File: config.mk
export PLATFORM = sky130hd
export DESIGN_NAME = mips_rtype_multicycle
export DESIGN_NICKNAME = d
export VERILOG_FILES = /design/src/rtl/mips_rtype_multicycle.sv
export SDC_FILE = /design/constraint.sdc
export NUM_CORES = 1
export LEC_CHECK = 0
export BUFFER_PORTS_ARGS = -buffer_cell sky130_fd_sc_hd__clkbuf_2
export CORE_MARGIN = 10
export CORE_UTILIZATION = 46
export DETAILED_ROUTE_END_ITERATION = 7
export PLACE_DENSITY = 0.82
export RECOVER_POWER = 50
export SLEW_MARGIN = 20
export SYNTH_ARGS = -nofsm -noshare
export SYNTH_HDL_FRONTEND = slang
export SYNTH_SLANG_ARGS = --single-unit
File: constraint.sdc
create_clock -name clk_CPU -period 1.7 [get_ports clk_CPU]
set_clock_uncertainty 0.2 [all_clocks]
set_input_delay 0.085 -clock clk_CPU [delete_from_list [all_inputs] [get_ports clk_CPU]]
set_output_delay 0.085 -clock clk_CPU [all_outputs]
set_load 0.005 [all_outputs]
File: src/rtl/mips_rtype_multicycle.sv
// mips_rtype_multicycle
//   Multi-cycle R-type MIPS core. Each instruction walks through
//   FETCH -> DECODE -> EXECUTE -> WRITEBACK. It reads from an internal
//   instruction memory (instBank) and works on an internal register bank
//   (registerBank). Neither array is cleared by reset, so contents written
//   in from outside before reset is released are kept.
//
//   Supported funct codes: add, sub, and, or, xor, nor, slt, sll, srl.
//   Opcode 6'b111111 is halt. Any other opcode or funct sets the sticky
//   illegal flag and the instruction is skipped. When pc runs past the end
//   of instBank, the core also halts.
//
// Ports
//   clk_CPU    in   1       single clock, rising edge
//   rst_CPU    in   1       synchronous, active-high reset
//   resultado  out  DATA_W  last ALU result committed in WRITEBACK
//   pc         out  32      byte address of the current instruction
//   halted     out  1       high while in HALT
//   illegal    out  1       sticky: an unsupported opcode or funct was seen
//   retired    out  CNT_W   count of committed R-type instructions
module mips_rtype_multicycle #(
  parameter int DATA_W     = 32,
  parameter int NUM_REGS   = 32,
  parameter int IMEM_DEPTH = 64,
  parameter int CNT_W      = 16
) (
  input  logic              clk_CPU,
  input  logic              rst_CPU,
  output logic [DATA_W-1:0] resultado,
  output logic [31:0]       pc,
  output logic              halted,
  output logic              illegal,
  output logic [CNT_W-1:0]  retired
);

  localparam int IA_W  = (IMEM_DEPTH > 1) ? $clog2(IMEM_DEPTH) : 1;
  localparam int RA_W0 = (NUM_REGS > 1) ? $clog2(NUM_REGS) : 1;
  // Register fields in the instruction are only 5 bits wide.
  localparam int RA_W  = (RA_W0 > 5) ? 5 : RA_W0;

  localparam logic [5:0] OP_RTYPE = 6'b000000;
  localparam logic [5:0] OP_HALT  = 6'b111111;

  localparam logic [5:0] FN_SLL = 6'b000000;
  localparam logic [5:0] FN_SRL = 6'b000010;
  localparam logic [5:0] FN_ADD = 6'b100000;
  localparam logic [5:0] FN_SUB = 6'b100010;
  localparam logic [5:0] FN_AND = 6'b100100;
  localparam logic [5:0] FN_OR  = 6'b100101;
  localparam logic [5:0] FN_XOR = 6'b100110;
  localparam logic [5:0] FN_NOR = 6'b100111;
  localparam logic [5:0] FN_SLT = 6'b101010;

  // FETCH must be the first encoding: reset places the FSM in state 0.
  typedef enum logic [2:0] {
    FETCH     = 3'd0,
    DECODE    = 3'd1,
    EXECUTE   = 3'd2,
    WRITEBACK = 3'd3,
    HALT      = 3'd4
  } state_t;

  logic [31:0]       instBank     [0:IMEM_DEPTH-1];
  logic [DATA_W-1:0] registerBank [0:NUM_REGS-1];

  state_t state, state_nx;

  logic [31:0]              ir;
  logic signed [DATA_W-1:0] op_a;
  logic signed [DATA_W-1:0] op_b;
  logic [DATA_W-1:0]        alu_out;

  logic ld_ir, ld_ab, ld_alu, do_wb, pc_inc, set_illegal;

  logic [5:0] opcode;
  logic [4:0] rs, rt, rd, shamt;
  logic [5:0] funct;

  assign opcode = ir[31:26];
  assign rs     = ir[25:21];
  assign rt     = ir[20:16];
  assign rd     = ir[15:11];
  assign shamt  = ir[10:6];
  assign funct  = ir[5:0];

  // Register 0 and any index past the end of the bank read as zero.
  // Writes to those indices are ignored.
  function automatic logic reg_ok(input logic [4:0] idx);
    logic [31:0] idx_w;
    idx_w = {27'b0, idx};
    return (idx_w != 32'd0) && (idx_w < NUM_REGS);
  endfunction

  function automatic logic funct_ok(input logic [5:0] fn);
    logic ok;
    unique case (fn)
      FN_SLL, FN_SRL, FN_ADD, FN_SUB, FN_AND,
      FN_OR,  FN_XOR, FN_NOR, FN_SLT: ok = 1'b1;
      default:                        ok = 1'b0;
    endcase
    return ok;
  endfunction

  // Add and sub wrap modulo 2^DATA_W, with no overflow trap.
  // slt is a signed compare.
  // Shift amounts of DATA_W or more flush the result to zero.
  function automatic logic [DATA_W-1:0] alu_fn(
    input logic [5:0]               fn,
    input logic signed [DATA_W-1:0] a,
    input logic signed [DATA_W-1:0] b,
    input logic [4:0]               sh
  );
    logic [DATA_W-1:0] res;
    logic              sh_big;
    logic              lt;
    sh_big = ({27'b0, sh} >= DATA_W);
    lt     = (a < b);
    res    = '0;
    unique case (fn)
      FN_ADD:  res = a + b;
      FN_SUB:  res = a - b;
      FN_AND:  res = a & b;
      FN_OR:   res = a | b;
      FN_XOR:  res = a ^ b;
      FN_NOR:  res = ~(a | b);
      FN_SLT:  res = {{(DATA_W-1){1'b0}}, lt};
      FN_SLL:  res = sh_big ? '0 : (DATA_W'(b) << sh);
      FN_SRL:  res = sh_big ? '0 : (DATA_W'(b) >> sh);
      default: res = '0;
    endcase
    return res;
  endfunction

  logic        fetch_oob;
  logic [31:0] fetch_word;
  logic [DATA_W-1:0] rs_val, rt_val;

  assign fetch_oob  = ({2'b00, pc[31:2]} >= IMEM_DEPTH);
  assign fetch_word = instBank[pc[IA_W+1:2]];
  assign rs_val     = reg_ok(rs) ? registerBank[rs[RA_W-1:0]] : '0;
  assign rt_val     = reg_ok(rt) ? registerBank[rt[RA_W-1:0]] : '0;

  // State register
  always_ff @(posedge clk_CPU) begin
    if (rst_CPU) state <= FETCH;
    else         state <= state_nx;
  end

  // Next-state and datapath enables
  always_comb begin
    state_nx    = state;
    ld_ir       = 1'b0;
    ld_ab       = 1'b0;
    ld_alu      = 1'b0;
    do_wb       = 1'b0;
    pc_inc      = 1'b0;
    set_illegal = 1'b0;
    unique case (state)
      FETCH: begin
        if (fetch_oob) begin
          state_nx = HALT;
        end else begin
          ld_ir    = 1'b1;
          state_nx = DECODE;
        end
      end
      DECODE: begin
        ld_ab = 1'b1;
        if (opcode == OP_RTYPE) begin
          state_nx = EXECUTE;
        end else if (opcode == OP_HALT) begin
          state_nx = HALT;
        end else begin
          set_illegal = 1'b1;
          pc_inc      = 1'b1;
          state_nx    = FETCH;
        end
      end
      EXECUTE: begin
        if (funct_ok(funct)) begin
          ld_alu   = 1'b1;
          state_nx = WRITEBACK;
        end else begin
          set_illegal = 1'b1;
          pc_inc      = 1'b1;
          state_nx    = FETCH;
        end
      end
      WRITEBACK: begin
        do_wb    = 1'b1;
        pc_inc   = 1'b1;
        state_nx = FETCH;
      end
      HALT:    state_nx = HALT;
      default: state_nx = FETCH;
    endcase
  end

  // Datapath and architectural outputs
  always_ff @(posedge clk_CPU) begin
    if (rst_CPU) begin
      pc        <= 32'd0;
      resultado <= '0;
      illegal   <= 1'b0;
      retired   <= '0;
      ir        <= 32'd0;
      op_a      <= '0;
      op_b      <= '0;
      alu_out   <= '0;
    end else begin
      if (ld_ir)       ir      <= fetch_word;
      if (ld_ab) begin
        op_a <= rs_val;
        op_b <= rt_val;
      end
      if (ld_alu)      alu_out <= alu_fn(funct, op_a, op_b, shamt);
      if (set_illegal) illegal <= 1'b1;
      if (pc_inc)      pc      <= pc + 32'd4;
      if (do_wb) begin
        resultado <= alu_out;
        retired   <= retired + CNT_W'(1);
      end
    end
  end

  // Register-bank write port. It is not reset so preloaded values survive,
  // and it is blocked while reset is asserted.
  always_ff @(posedge clk_CPU) begin
    if (!rst_CPU && do_wb && reg_ok(rd))
      registerBank[rd[RA_W-1:0]] <= alu_out;
  end

  assign halted = (state == HALT);

endmodule

# After elaboration in Yosys (flattened, before gate mapping)

Memory sizes are Yosys's and may differ from the RTL's. A register that Yosys moved wholly into a read port is not among the register bits.
Index checks and enable logic that the tools add are counted.

ROM bits: 0
Memories kept: 1
RAM bits: 1024
Bits in registers: 212
Output and inout port bits: 82
Latch bits: 0
Word-level logic and storage cells: 72

Reduce and logical (&&, ||, !) cells: 10
Eq/ne operators: 13
Multipliers: 0
$add $sub $neg: 4
Multiplexer cells: 27
Bitwise gates (word level): 4
Order comparisons: 2
Divide/modulo/power cells: 0
Shift operators: 2

Memory list:

| name         | depth | bits a word | rd ports | clocked after memory_dff | wr ports | line | source |
|---|---|---|---|---|---|---|---|
| registerBank | 32    | 32          | 2        | 2                        | 1        | 64   | `logic [DATA_W-1:0] registerBank [0:NUM_REGS-1];` |

Operators with widths:

| kind                                                 | number |
|---|---|
| case mux 32 bit (9 select lines)                     | 1 |
| two-way mux 32 bit                                   | 2 |
| == test 6 bit, second input constant                 | 8 |
| adder 32 x 3 -> 32 bit, second input constant        | 1 |
| adder 32 bit                                         | 1 |
| AND 32 bit                                           | 1 |
| < comparator 32 bit                                  | 1 |
| NOT 32 bit                                           | 1 |
| bitwise OR 32 bit                                    | 1 |
| << shifter 32 x 5 -> 32 bit                          | 1 |
| right shift 32 x 5 -> 32 bit                         | 1 |
| subtractor 32 bit                                    | 1 |
| XOR 32 bit                                           | 1 |
| >= comparator 30 x 7 -> 1 bit, second input constant | 1 |
| two-way mux 5 bit                                    | 4 |
| adder 16 x 1 -> 16 bit, second input constant        | 1 |
| nonzero test 5 bit                                   | 3 |
| two-way mux 1 bit                                    | 13 |
| logical NOT 6 bit                                    | 2 |
| case mux 3 bit (4 select lines)                      | 1 |
| two-way mux 3 bit                                    | 3 |
| OR reduction 9 bit                                   | 1 |
| == test 3 x 2 -> 1 bit, second input constant        | 2 |
| == test 6 x 2 -> 1 bit, second input constant        | 1 |
| 8 further kinds                                      | 9 |

# Longest topological paths before layout

Depth after elaboration: 6
Mapped depth: 7
Mapped depth without buffers: 4

# Least setup slack after synthesis

OpenSTA, ideal clock, no wires.

Kind: register -> register
From: register state[1]
To: register pc[21]
Stages on the path, launching flop included: 7
Data arrival time: 1.551 ns
Setup slack: -0.171 ns
Period minus slack after synthesis: 1.871 ns
Buffers on the path: 2
Library setup time: 0.121 ns
Cells stage by stage: dfxtp_1 and4b_1 buf_2 buf_4 nand4_1 nor4_1 mux2_2

Longest elaborated chain between the ends: 2

RTL lines:

| element                                                          | line | source |
|---|---|---|
| start, declared                                                  | 66   | `state_t state, state_nx;` |
| start signal, assigned                                           | 146  | `else state <= state_nx;` |
| == test 3 x 2 -> 1 bit or == test 3 x 1 -> 1 bit (tied branches) | 158  | `unique case (state)` |
| case mux 1 bit (3 select lines) *                                | 158  |  |
| end signal, assigned                                             | 218  | `if (pc_inc) pc <= pc + 32'd4;` |
| end, declared                                                    | 30   | `output logic [31:0] pc,` |

Every way passes the cells marked *; elsewhere a longest branch is shown, timed or not.
A chain may end at the register's enable or synchronous reset.

# Final worst setup path

From: register state[2]
To: register pc[21]

Same word-level chain as after synthesis.

==> impl_metrics.sql <==
INSERT INTO impl_metrics (metric_group, metric, value, unit) VALUES
('status', 'outcome', 'finished with violations', ''),
('status', 'failing_checks', 'negative setup slack', ''),
('synth', 'syn-mean-instance-area', '8.49', 'sq um'),
('place', 'finalWeightedCongestion', '0.846', ''),
('route', 'first_iter_violations', '262', ''),
('worst_setup_path', 'critical-path-slowest-cell', 'sky130_fd_sc_hd__dfxtp_2', ''),
('timing', 'finalCritPeriodShare', '114', '%'),
('route', 'remaining_drc_errors', '0', ''),
('floorplan', 'ioPinCount', '84', ''),
('grt', 'largest_net_degree_at_the_start_of_global_routing', '25', ''),
('power_and_ir_drop', 'switching_share_of_power', '22.8', '%'),
('synth', 'async_reset_ff_share', '0', '%'),
('clock_tree', 'ctsHoldBuffers', '0', ''),
('timing', 'setup_ws', '-0.246', 'ns'),
('power_and_ir_drop', 'power.share.sequential', '53.7', '%'),
('power_and_ir_drop', 'p_int', '1.68', 'mW'),
('power_and_ir_drop', 'power_density_over_the_cells', '576', 'mW/mm^2'),
('synth', 'synth_edf_count', '0', ''),
('worst_setup_path', 'timing.rr.end', 'pc[21]', ''),
('worst_setup_path', 'top_delay_family_on_crit_path', 'simple AND/OR/NAND/NOR gates', ''),
('clock_tree', 'cts-root-buf', 'sky130_fd_sc_hd__clkbuf_8', ''),
('cells_and_area', 'finish.net_count', '431', ''),
('grt', 'gr-usage-met3', '4.56', '%'),
('synth', 'ys_seq_elements', '49', ''),
('timing', 'hold_viol_final', '0', ''),
('place', 'numPortBuffers', '48', ''),
('worst_setup_path', 'crit_arrival', '1.96', 'ns'),
('synth', 'synth_cells', '308', ''),
('synth', 'yosys.area.top_type_share', '37.5', '%'),
('clock_tree', 'htreeDepth', '2', ''),
('timing', 'final-max-slew-violation-count', '0', ''),
('grt', 'grt_first_pass_wirelength', '12000', 'um'),
('cells_and_area', 'layout.cells.most_common', 'sky130_fd_sc_hd__buf_4', ''),
('clock_tree', 'clk-insertion-delay-late', '0.32', 'ns'),
('run', 'drv_cap', '0', ''),
('clock_tree', 'clkSinkCount', '49', ''),
('worst_hold_path', 'min_to', 'pc[26]', ''),
('grt', 'gr-usage-met2', '28.0', '%'),
('cells_and_area', 'number_of_antenna_repair_diodes', '0', ''),
('route', 'count_of_antenna_violating_nets_left_after_detailed_routing', '0', ''),
('place', 'place_worst_setup_slack', '-0.121', 'ns'),
('worst_hold_path', 'cells_on_worst_hold_path', '2', ''),
('worst_setup_path', 'timing_worst_setup_path_type', 'register to register', ''),
('floorplan', 'die_h', '95.4', 'um'),
('grt', 'gr-total-overflow', '0', ''),
('worst_setup_path', 'setup.worst_path.start_class', 'register', ''),
('worst_setup_path', 'critPathCaptureType', 'register', ''),
('synth', 'post_synth_num_cell_types', '35', ''),
('grt', 'grt_use_total', '16.2', '%'),
('worst_setup_path', 'setup.reg_to_reg.worst_slack', '-0.25', 'ns'),
('power_and_ir_drop', 'p_clk_share', '41.1', '%'),
('worst_setup_path', 'worst_path_largest_cell_delay', '0.36', 'ns'),
('cells_and_area', 'area.growth.synth_to_final', '43.9', '%'),
('worst_setup_path', 'crit_path_max_fanout', '4', ''),
('clock_tree', 'tritoncts', 'built', ''),
('floorplan', 'core-area', '0.00551', 'sq mm'),
('worst_hold_path', 'hold_start', 'rst_CPU', ''),
('place', 'placed_cell_area', '0.00325', 'sq mm'),
('power_and_ir_drop', 'share_comb_of_total_power', '5.2', '%'),
('power_and_ir_drop', 'power_switching', '0.494', 'mW'),
('timing', 'setup_viol_count_final', '22', ''),
('route', 'post_drt_via_cell_ratio', '5.75', ''),
('grt', 'globalRouteMet1Util', '17.9', '%'),
('worst_setup_path', 'cp_cell_sequence', 'and4b_2 -> nand4_1 -> nor4_2 -> mux2_2', ''),
('worst_setup_path', 'r2r_cells', '4', ''),
('worst_setup_path', 'crit_required', '1.71', 'ns'),
('place', 'detailed_place_hpwl', '5320', 'um'),
('route', 'avgRoutedWirePerCell', '17.9', 'um'),
('worst_setup_path', 'reg2reg_from', 'state[2]', ''),
('synth', 'synthesis.area', '0.00262', 'sq mm'),
('floorplan', 'rows', '27', '');
[sequential cells by signal (all words and copies together) (netlist names)]
signal	flops
pc	30
retired	16
state	3
[area by class of cell]
type | instances | area (sq um)
fill | 404 | 1740
multi-input combinational | 239 | 1670
sequential | 49 | 1000
timing repair buffer | 125 | 857
tap | 72 | 90.1
clock buffer | 6 | 82.6
clock inverter | 2 | 37.5
inverter | 6 | 22.5
[worst max-delay path by stage]
stage	start	to	slack [ns]	cells after the start
2_1_floorplan	state[2]	pc[21]	-0.10	6
3_3_place_gp	pc[8]	pc[21]	-0.10	5
3_5_place_dp	pc[8]	pc[29]	-0.12	4
4_1_cts	state[2]	pc[21]	-0.14	4
5_1_grt	state[2]	pc[24]	-0.27	6
6_report	state[2]	pc[21]	-0.25	4
[power by group through the flow]
stage / sequential [mW] / clock [mW] / combinational (mW)
floorplan: 1.19 / 0 / 0.112
global placement: 1.19 / 0 / 0.0902
detailed placement: 1.19 / 0 / 0.0917
CTS: 1.16 / 0.893 / 0.0943
global route: 1.16 / 0.933 / 0.125
finish: 1.16 / 0.892 / 0.112
[per-layer routing]
layer	routed length, um	vias up
met5	0	-
li1	-	1273
met4	294	0
met1	3330	1377
met2	4430	178
met3	863	42
[Yosys cell counts (all sizes together) (6+ instances only)]
cell type and count:
a21oi 24, and3 6, buf 44, dfxtp 49
inv 6, nand2 19, nand3 14, nand4 13
nor2 25, nor3 6, nor4 8, o21ai 8
o31ai 15, or3 8, or4 15, xor2 15
[worst register-to-register path: cells and delay by family, from the launching register on]
kind | cells | cell delay (ns)
flip-flops | 1 | 0.36
multiplexers | 1 | 0.36
AND/OR/NAND/NOR | 3 | 0.91
[per-stage QoR]
stage | TNS (ns) | instances | hold slack (ns)
floorplan | -0.524 | 342 | 0.107
global placement | -0.834 | 474 | 0.262
detailed placement | -1.40 | 474 | 0.273
CTS | -0.907 | 493 | 0.00884
global route | -3.99 | 499 | 0.0474
finish | -2.76 | 499 | 0.0342
[what timing repair did]
| action | CTS | global route |
|---|---|---|
| setup endpoints to repair | 23 | 29 |
| pin swaps | 20 | 17 |
| gates cloned | 2 | 0 |
| gates resized for setup | 21 | 45 |
| setup buffers | 9 | 8 |
[logic make-up (layout without fill, tap and decap cells)]
| kind of cell | after synthesis | count (layout) | synth area share [%] |
|---|---|---|---|
| AO/OA/AOI/OAI | 48 | 48 | 10.7 |
| XOR/XNOR | 18 | 18 | 6.03 |
| adder cells (fa/ha/maj) | 3 | 3 | 1.43 |
| buffers and inverters | 55 | 139 | 13.8 |
| flip-flops | 49 | 49 | 37.5 |
| multiplexers | 5 | 5 | 2.10 |
| other | 1 | 35 | 0.143 |
| AND/OR/NAND/NOR | 129 | 130 | 28.3 |
Power figures use the tool's default switching activity.
